File: src/rtl/cpu_types_pkg.sv
// rtl/cpu_types_pkg.sv - shared register-file types and writeback scheduler states
package cpu_types_pkg;

   typedef logic [4:0]  regbits_t;
   typedef logic [31:0] word_t;

   localparam logic [1:0] ST_IDLE  = 2'd0;
   localparam logic [1:0] ST_WAIT  = 2'd1;
   localparam logic [1:0] ST_FORCE = 2'd2;

   typedef enum logic [1:0] {
      IDLE  = ST_IDLE,
      WAIT  = ST_WAIT,
      FORCE = ST_FORCE
   } sched_state_t;

   function automatic word_t reg_mask(input regbits_t sel);
      return word_t'(1) << sel;
   endfunction

endpackage

File: src/rtl/rf_scoreboard.sv
// rtl/rf_scoreboard.sv - per-register busy bits for outstanding long-latency destinations
module rf_scoreboard
   import cpu_types_pkg::*;
(
   input  logic        CLK,
   input  logic        nRST,
   input  logic        set_en,
   input  logic [4:0]  set_sel,
   input  logic        clr_en,
   input  logic [4:0]  clr_sel,
   input  logic [4:0]  rd1_sel,
   input  logic [4:0]  rd2_sel,
   input  logic [4:0]  iss_sel,
   output logic        rd1_busy,
   output logic        rd2_busy,
   output logic        iss_busy,
   output logic [31:0] busy
);

   word_t set_m, clr_m, busy_n;

   // set is applied after clear so a same-cycle reissue keeps the register busy
   always_comb begin
      set_m  = set_en ? reg_mask(set_sel) : '0;
      clr_m  = clr_en ? reg_mask(clr_sel) : '0;
      busy_n = ((busy & ~clr_m) | set_m) & 32'hFFFF_FFFE;
   end

   always_ff @(posedge CLK, negedge nRST) begin
      if (!nRST) busy <= '0;
      else       busy <= busy_n;
   end

   assign rd1_busy = busy[rd1_sel];
   assign rd2_busy = busy[rd2_sel];
   assign iss_busy = busy[iss_sel];

endmodule

File: src/rtl/rf_wb_scheduler.sv
// rtl/rf_wb_scheduler.sv - register-file write port arbiter with RAW/WAW scoreboard and starvation guard
module rf_wb_scheduler
   import cpu_types_pkg::*;
#(
   parameter int STARVE_MAX = 4,
   parameter int CNT_W      = 3
) (
   input  logic        CLK,
   input  logic        nRST,
   input  logic        pwb_wen,
   input  logic [4:0]  pwb_wsel,
   input  logic [31:0] pwb_wdat,
   input  logic        lu_valid,
   input  logic [4:0]  lu_wsel,
   input  logic [31:0] lu_wdat,
   output logic        lu_ready,
   input  logic        iss_valid,
   input  logic [4:0]  iss_wsel,
   output logic        iss_ready,
   input  logic [4:0]  chk_rsel1,
   input  logic [4:0]  chk_rsel2,
   output logic        stall,
   output logic        pipe_hold,
   output logic        rf_WEN,
   output logic [4:0]  rf_wsel,
   output logic [31:0] rf_wdat,
   output logic [31:0] busy_vec
);

   sched_state_t     state_q, state_n;
   logic [CNT_W-1:0] cnt_q, cnt_n;
   logic             hold_q;
   logic             pwb_eff, lu_xfer, iss_fire;
   logic             rd1_busy, rd2_busy, iss_busy;

   assign pwb_eff = pwb_wen && (pwb_wsel != 5'd0);

   always_comb begin
      lu_ready = 1'b1;
      rf_WEN   = lu_valid;
      rf_wsel  = lu_wsel;
      rf_wdat  = lu_wdat;
      if (state_q != FORCE && pwb_eff) begin
         lu_ready = 1'b0;
         rf_WEN   = pwb_wen;
         rf_wsel  = pwb_wsel;
         rf_wdat  = pwb_wdat;
      end
   end

   assign lu_xfer   = lu_valid && lu_ready;
   assign iss_ready = !iss_busy;
   assign iss_fire  = iss_valid && iss_ready && (iss_wsel != 5'd0);
   assign stall     = rd1_busy | rd2_busy;

   rf_scoreboard u_sb (
      .CLK      (CLK),
      .nRST     (nRST),
      .set_en   (iss_fire),
      .set_sel  (iss_wsel),
      .clr_en   (lu_xfer),
      .clr_sel  (lu_wsel),
      .rd1_sel  (chk_rsel1),
      .rd2_sel  (chk_rsel2),
      .iss_sel  (iss_wsel),
      .rd1_busy (rd1_busy),
      .rd2_busy (rd2_busy),
      .iss_busy (iss_busy),
      .busy     (busy_vec)
   );

   // counter counts blocked cycles; reaching STARVE_MAX enters FORCE on the same edge
   always_comb begin
      state_n = state_q;
      cnt_n   = cnt_q;
      case (state_q)
         IDLE: begin
            if (lu_valid && !lu_ready) begin
               state_n = WAIT;
               cnt_n   = CNT_W'(1);
            end
         end
         WAIT: begin
            if (!lu_valid || lu_ready) begin
               state_n = IDLE;
               cnt_n   = '0;
            end else if (cnt_q >= CNT_W'(STARVE_MAX - 1)) begin
               state_n = FORCE;
               cnt_n   = CNT_W'(STARVE_MAX);
            end else begin
               cnt_n = cnt_q + 1'b1;
            end
         end
         FORCE: begin
            if (lu_xfer) begin
               state_n = IDLE;
               cnt_n   = '0;
            end
         end
         default: begin
            state_n = IDLE;
            cnt_n   = '0;
         end
      endcase
   end

   always_ff @(posedge CLK, negedge nRST) begin
      if (!nRST) begin
         state_q <= IDLE;
         cnt_q   <= '0;
         hold_q  <= 1'b0;
      end else begin
         state_q <= state_n;
         cnt_q   <= cnt_n;
         hold_q  <= (state_n == FORCE);
      end
   end

   assign pipe_hold = hold_q;

endmodule

File: config.mk
export PLATFORM = sky130hd
export DESIGN_NAME = rf_wb_scheduler
export DESIGN_NICKNAME = d
export VERILOG_FILES = /design/src/rtl/cpu_types_pkg.sv /design/src/rtl/rf_scoreboard.sv /design/src/rtl/rf_wb_scheduler.sv
export SDC_FILE = /design/constraint.sdc
export NUM_CORES = 1
export LEC_CHECK = 0
export ABC_CLOCK_PERIOD_IN_PS = 3000
export CELL_PAD_IN_SITES_DETAIL_PLACEMENT = 1
export CELL_PAD_IN_SITES_GLOBAL_PLACEMENT = 1
export CORE_MARGIN = 5
export CORE_UTILIZATION = 28
export CTS_CLUSTER_DIAMETER = 60
export CTS_CLUSTER_SIZE = 16
export DETAILED_ROUTE_END_ITERATION = 8
export PLACE_DENSITY_LB_ADDON = 0.1
export SETUP_SLACK_MARGIN = 0.5
export SYNTH_ARGS = -nofsm -noshare
export SYNTH_HDL_FRONTEND = slang
export SYNTH_SLANG_ARGS = --single-unit
File: constraint.sdc
create_clock -name CLK -period 3 [get_ports CLK]
set_input_delay 0.6 -clock CLK [delete_from_list [all_inputs] [get_ports CLK]]
set_output_delay 0.6 -clock CLK [all_outputs]
set_load 0.05 [all_outputs]
# --- Word level (Yosys, flattened, before mapping) ---
# Cells that the tools add are included.
totals:
  regBits: 37
  inputBits: 94
  out_inout_bits: 74
  wordCells: 56
classes:
  add_sub_neg: 1
  order_cmp: 4
  eq_ne: 6
  shift: 2
  mux: 22
  bitwise: 4
  reduce_logical: 13
ops:
  columns: ["operator", "count"]
  rows:
  - ["$mux 32", 3]
  - ["$shl 1x5->32 const A", 2]
  - ["$and 32x32->32", 1]
  - ["$not 32->32", 1]
  - ["$or 32x32->32", 1]
  - ["$lt 5x6->1 const B", 3]
  - ["$bmux 1 s5", 3]
  - ["$mux 3", 4]
  - ["$reduce_bool 5->1", 2]
  - ["$pmux 3 s3", 1]
  - ["$mux 2", 4]
  - ["$logic_and 1x1->1", 6]
  - ["$pmux 2 s3", 1]
  - ["$mux 1", 5]
  - ["$mux 5", 1]
  - ["$eq 2x2->1 const B", 2]
  - ["$ne 2x2->1 const B", 2]
  - ["$add 3x1->3 const B", 1]
  - ["$ge 3x2->1 const B", 1]
  - ["$eq 2x1->1 const B", 1]
  - ["$logic_not 1->1", 2]
  - ["$logic_not 2->1", 1]
  - ["$ne 2x1->1 const B", 1]
  - ["$reduce_and 2->1", 1]
  - ["2 further kinds", 2]

# --- Longest topological paths before layout ---
# Gate-level depths: netlist (run 1).
logic_depth:
  depth_word: 9
  ltp_mapped: 8

# --- By module ---
# A second synthesis (run 1) with hierarchy kept.
hier_totals:
  cells_unflattened: 321
  area_unflattened_um2: 3071.7
by_module_without_submodules:
  columns: ["module", "n_inst", "cells_per_inst", "area_per_inst_um2", "seq_area_each_um2"]
  rows:
  - ["rf_scoreboard", 1, 238, 2224.6, 775.7]
  - ["rf_wb_scheduler", 1, 83, 847.1, 150.1]

# --- Worst setup path after synthesis (run 1) ---
# OpenSTA, ideal clock, no wires.
synth_timing:
  kind: "input-to-output"
  from: "input port pwb_wsel[2]"
  to: "output port rf_wsel[4]"
  arrival_time_ns: 2.708
  t_required_ns: 2.400
  path_slack_ns: -0.308
  stages: 4
  path_cell_list: "or4_1 > o221a_4 > clkbuf_1 > o21ai_0"
synth_via:
  elab_chain_cells: 4
synth_lines:
  columns: ["item", "line_no", "source"]
  rows:
  - ["start, declared", "rf_wb_scheduler.sv:11", "input logic [4:0] pwb_wsel,"]
  - ["$reduce_bool 5->1", "rf_wb_scheduler.sv:36", "assign pwb_eff = pwb_wen && (pwb_wsel != 5'd0);"]
  - ["$logic_and 1x1->1", "rf_wb_scheduler.sv:36", null]
  - ["$logic_and 1x1->1", "rf_wb_scheduler.sv:43", "if (state_q != FORCE && pwb_eff) begin"]
  - ["$mux 5", "rf_wb_scheduler.sv:43", null]
  - ["end, declared", "rf_wb_scheduler.sv:25", "output logic [4:0] rf_wsel,"]
# Every way passes these cells.

# --- Worst setup path in the final report (run 1) ---
layout_timing:
  from: "input port pwb_wsel[4]"
  to: "output port rf_wdat[24]"
layout_via:
  elab_chain_cells: 4
layout_lines:
  columns: ["item", "line_no", "source"]
  rows:
  - ["$reduce_bool 5->1", "rf_wb_scheduler.sv:36", null]
  - ["$logic_and 1x1->1", "rf_wb_scheduler.sv:36", null]
  - ["$logic_and 1x1->1", "rf_wb_scheduler.sv:43", null]
  - ["$mux 32", "rf_wb_scheduler.sv:43", null]
  - ["end, declared", "rf_wb_scheduler.sv:26", "output logic [31:0] rf_wdat,"]
# Every way passes these cells.

==> flow_summary_export.csv, run 1 <==
group,metric,value,unit
setup_path,timing.rr.end,"u_sb.busy[16]",
sta,layout_min_cycle_time,2.88,ns
layout,final_common_cell,"clkdlybuf4s50_1",
logic_synthesis,synth-edff-count,0,
logic_synthesis,synthFlopType,"dfrtp_1",
hold_path,min_to,"cnt_q[2]",
global_routing,grt_overflow_total,0,
routing,wl_met2,9850,um
routing,routedWlPerCell,24.2,um
cts,clkTransAtPathRegs,0.07,ns
layout,drive_above_1_share,47.7,%
setup_path,path_class,"in -> out",
routing,met3_length,1480,um
die,placeableCoreArea,11400,um2
die,initial_core_util,28.3,%
routing,ant_nets,0,
setup_path,end_kind,"primary output",
routing,drt-met1-wl,6360,um
logic_synthesis,synthTopCellsByArea,"dfrtp_1 (29%), nand2_1 (16%), mux4_2 (13%)",
logic_synthesis,synth.avg_cell_area,8.24,um2
die,die-area,13700,um2
layout,register_area,926,um2
logic_synthesis,ys_types,52,
global_routing,grt_max_degree,38,
sta,slew_violations,0,
layout,nFillCells,1129,
sta,maxSlewHeadroom,53.7,%
run,maxCapViolCount,0,
sta,clock_skew,0.0147,ns
hold_path,hp-start,"cnt_q[2]",
pwr,p_per_area,541,nW/um2
routing,dr.pass1.iters,5,
cts,cts_root_buffer,"clkbuf_16",
die,die_h,117,um
logic_synthesis,ys_warn_count,0,
die,fp-row-count,39,
routing,route.top_layer_used,"met4",
pwr,ir_worst_vdd,0.455,mV
sta,finalHoldViolations,0,
setup_path,critPathLaunchType,"primary input",
layout,area_growth,135,%
layout,final_core_util,66.7,%
sta,worstMarginPinSlew,0.690,ns
die,num_io_pins,168,
layout,multi_input_area,3420,um2
sta,rsz0062_at_grt,"yes",
routing,remaining_drc_errors,0,
global_routing,gr-usage-all-layers,26.0,%
logic_synthesis,netlist.area_leader.share,28.7,%
cts,cts_hold_buf,0,
sta,period_share,95.9,%
routing,drt_iter0_drc,328,
logic_synthesis,synth-seq-cells,37,
cts,cts_buffer_depth,2,
routing,wirelength,18100,um
placed_design,place.gp.congestion,0.892,
global_routing,grt_pass1_wl,27200,um
cts,cts.sinks,37,
cts,tritoncts,"yes",
logic_synthesis,synth_seq_area_share,28.7,%
sta,setup_viol,0,
setup_path,critPathArrivalTime,2.28,ns
logic_synthesis,syn-num-nets,487,
setup_path,crit_fanout,7,
setup_path,r2r_start,"state_q[1]",
global_routing,grt_pass1_vias,4677,
cts,cts_buffers,5,
cts,clock_latency,0.29,ns
routing,vias_per_cell,5.61,
logic_synthesis,async_flop_share,100,%
setup_path,reg2reg_slack,0.40,ns
hold_path,hold_depth,1,
pwr,p_leak,3.05,nW
placed_design,port_buffers,166,
pwr,power,0.00410,W
die,fp.dieW,117,um
hold_path,hold_path_class,"reg -> reg",
sta,max_freq,0.348,GHz
logic_synthesis,syn-cell-area,3220,um2
setup_path,ff2ff_path_depth,11,
layout,layout_common_cells,"clkdlybuf4s50_1 (112), buf_12 (47), nand2_8 (44), nand2_4 (41), dfrtp_1 (37)",
routing,via_count,4199,
placed_design,hpwl,11900,um
outcome,status,"finished clean",
logic_synthesis,syn_inst,391,
logic_synthesis,yosysTopAreaCell,"dfrtp_1",
global_routing,grt_antenna_before_repair,0,
cts,cts.htree.levels,2,
layout,nNetsFinal,699,
setup_path,cp.required,2.40,ns
## state kept, by name, summed over array words and instances (netlist names)
name	count
u_sb.busy	31
state_q	2
cnt_q	3
pipe_hold	1
## cell usage after synthesis (3+ instances only)
| cell | count |
|---|---|
| a2111oi_0 | 3 |
| a211oi_1 | 3 |
| a22o_1 | 20 |
| buf_2 | 8 |
| clkbuf_1 | 15 |
| dfrtp_1 | 37 |
| inv_1 | 8 |
| mux2_2 | 4 |
| mux2i_1 | 9 |
| mux4_2 | 18 |
| nand2_1 | 133 |
| nand2b_1 | 4 |
| nand3_1 | 10 |
| nand3b_1 | 6 |
| nand4_1 | 6 |
| nor2_1 | 12 |
| nor2b_1 | 12 |
| nor3_1 | 3 |
| nor3b_1 | 6 |
| nor4_1 | 3 |
| nor4b_1 | 4 |
| o21ai_0 | 16 |
| o21ai_1 | 12 |
## how the worst max path moves through the flow
| stage | from | to | slack [ns] | depth (start not counted) |
|---|---|---|---|---|
| after detailed placement | iss_wsel[0] | iss_ready | -0.28 | 6 |
| after global placement | iss_wsel[0] | iss_ready | -0.28 | 6 |
| after global routing | pwb_wsel[4] | rf_wdat[24] | 0.07 | 10 |
| final | pwb_wsel[4] | rf_wdat[24] | 0.12 | 10 |
| after CTS | iss_wsel[0] | iss_ready | 0.15 | 6 |
| after floorplan | iss_wsel[0] | iss_ready | 0.32 | 4 |
## final cells by class
class	instances	share of cell area, %
multi-input cells	318	45.1
repair buffers	231	37.9
flip-flops and latches	37	12.2
well taps	143	2.36
clock buffers	5	1.65
inverters	10	0.594
clock inverters	3	0.231
diodes	1	0.0330
## cell families (layout without fill, tap and decap cells)
family | Yosys count | in the layout | synth area share [%]
buffers and inverters | 36 | 249 | 4.74
AOI/OAI and AO/OA | 69 | 69 | 15.9
and+or+nand+nor | 215 | 215 | 33.0
DFF | 37 | 37 | 28.7
other | 1 | 2 | 0.116
adders and majority gates | 2 | 2 | 0.777
muxes | 31 | 31 | 16.8
## metal layers
layer	vias to the layer above	GRT usage, %
li1	1845	-
met1	2109	29.3
met2	213	47.3
met3	32	6.68
met4	0	8.87
met5	-	0
## report_power, final
part           total [W]  internal (W)  switching [W]
combinational    0.00266       0.00117        0.00149
clock           0.000530      0.000305       0.000224
sequential      0.000910      0.000638       0.000272
## critical path: stages
cell and delay, ns:
buf_6 0.09, or4_4 0.53, o221a_4 0.26, buf_6 0.13, inv_8 0.07, buf_12 0.12
buf_16 0.19, nand2_8 0.07, nand2_8 0.07, buf_12 0.12
## what timing repair did
| action | 4_1_cts | 5_1_grt |
|---|---|---|
| gates cloned | 6 | 0 |
| pin swaps | 42 | 22 |
| endpoints found under the setup margin | 64 | 60 |
| buffers inserted | 20 | 3 |
| gates resized for setup | 145 | 33 |
## metrics by stage
step	cell area [um2]	TNS (ns)	worst slack [ns]	hold slack [ns]	instances
floorplan	4200	0	0.317	0.304	391
global placement	6490	-2.95	-0.277	0.521	710
detailed placement	6490	-3.89	-0.277	0.541	710
CTS	7420	0	0.149	0.554	744
global route	7580	0	0.0735	0.657	747
finish	7580	0	0.124	0.624	748
(Power assumes the default switching activity.)
==> run 2: changes to the inputs <==
- ABC_CLOCK_PERIOD_IN_PS: 3000 -> default
==> results of run 2 <==
The final DEF is identical to that of run 1; final timing and power are the same.
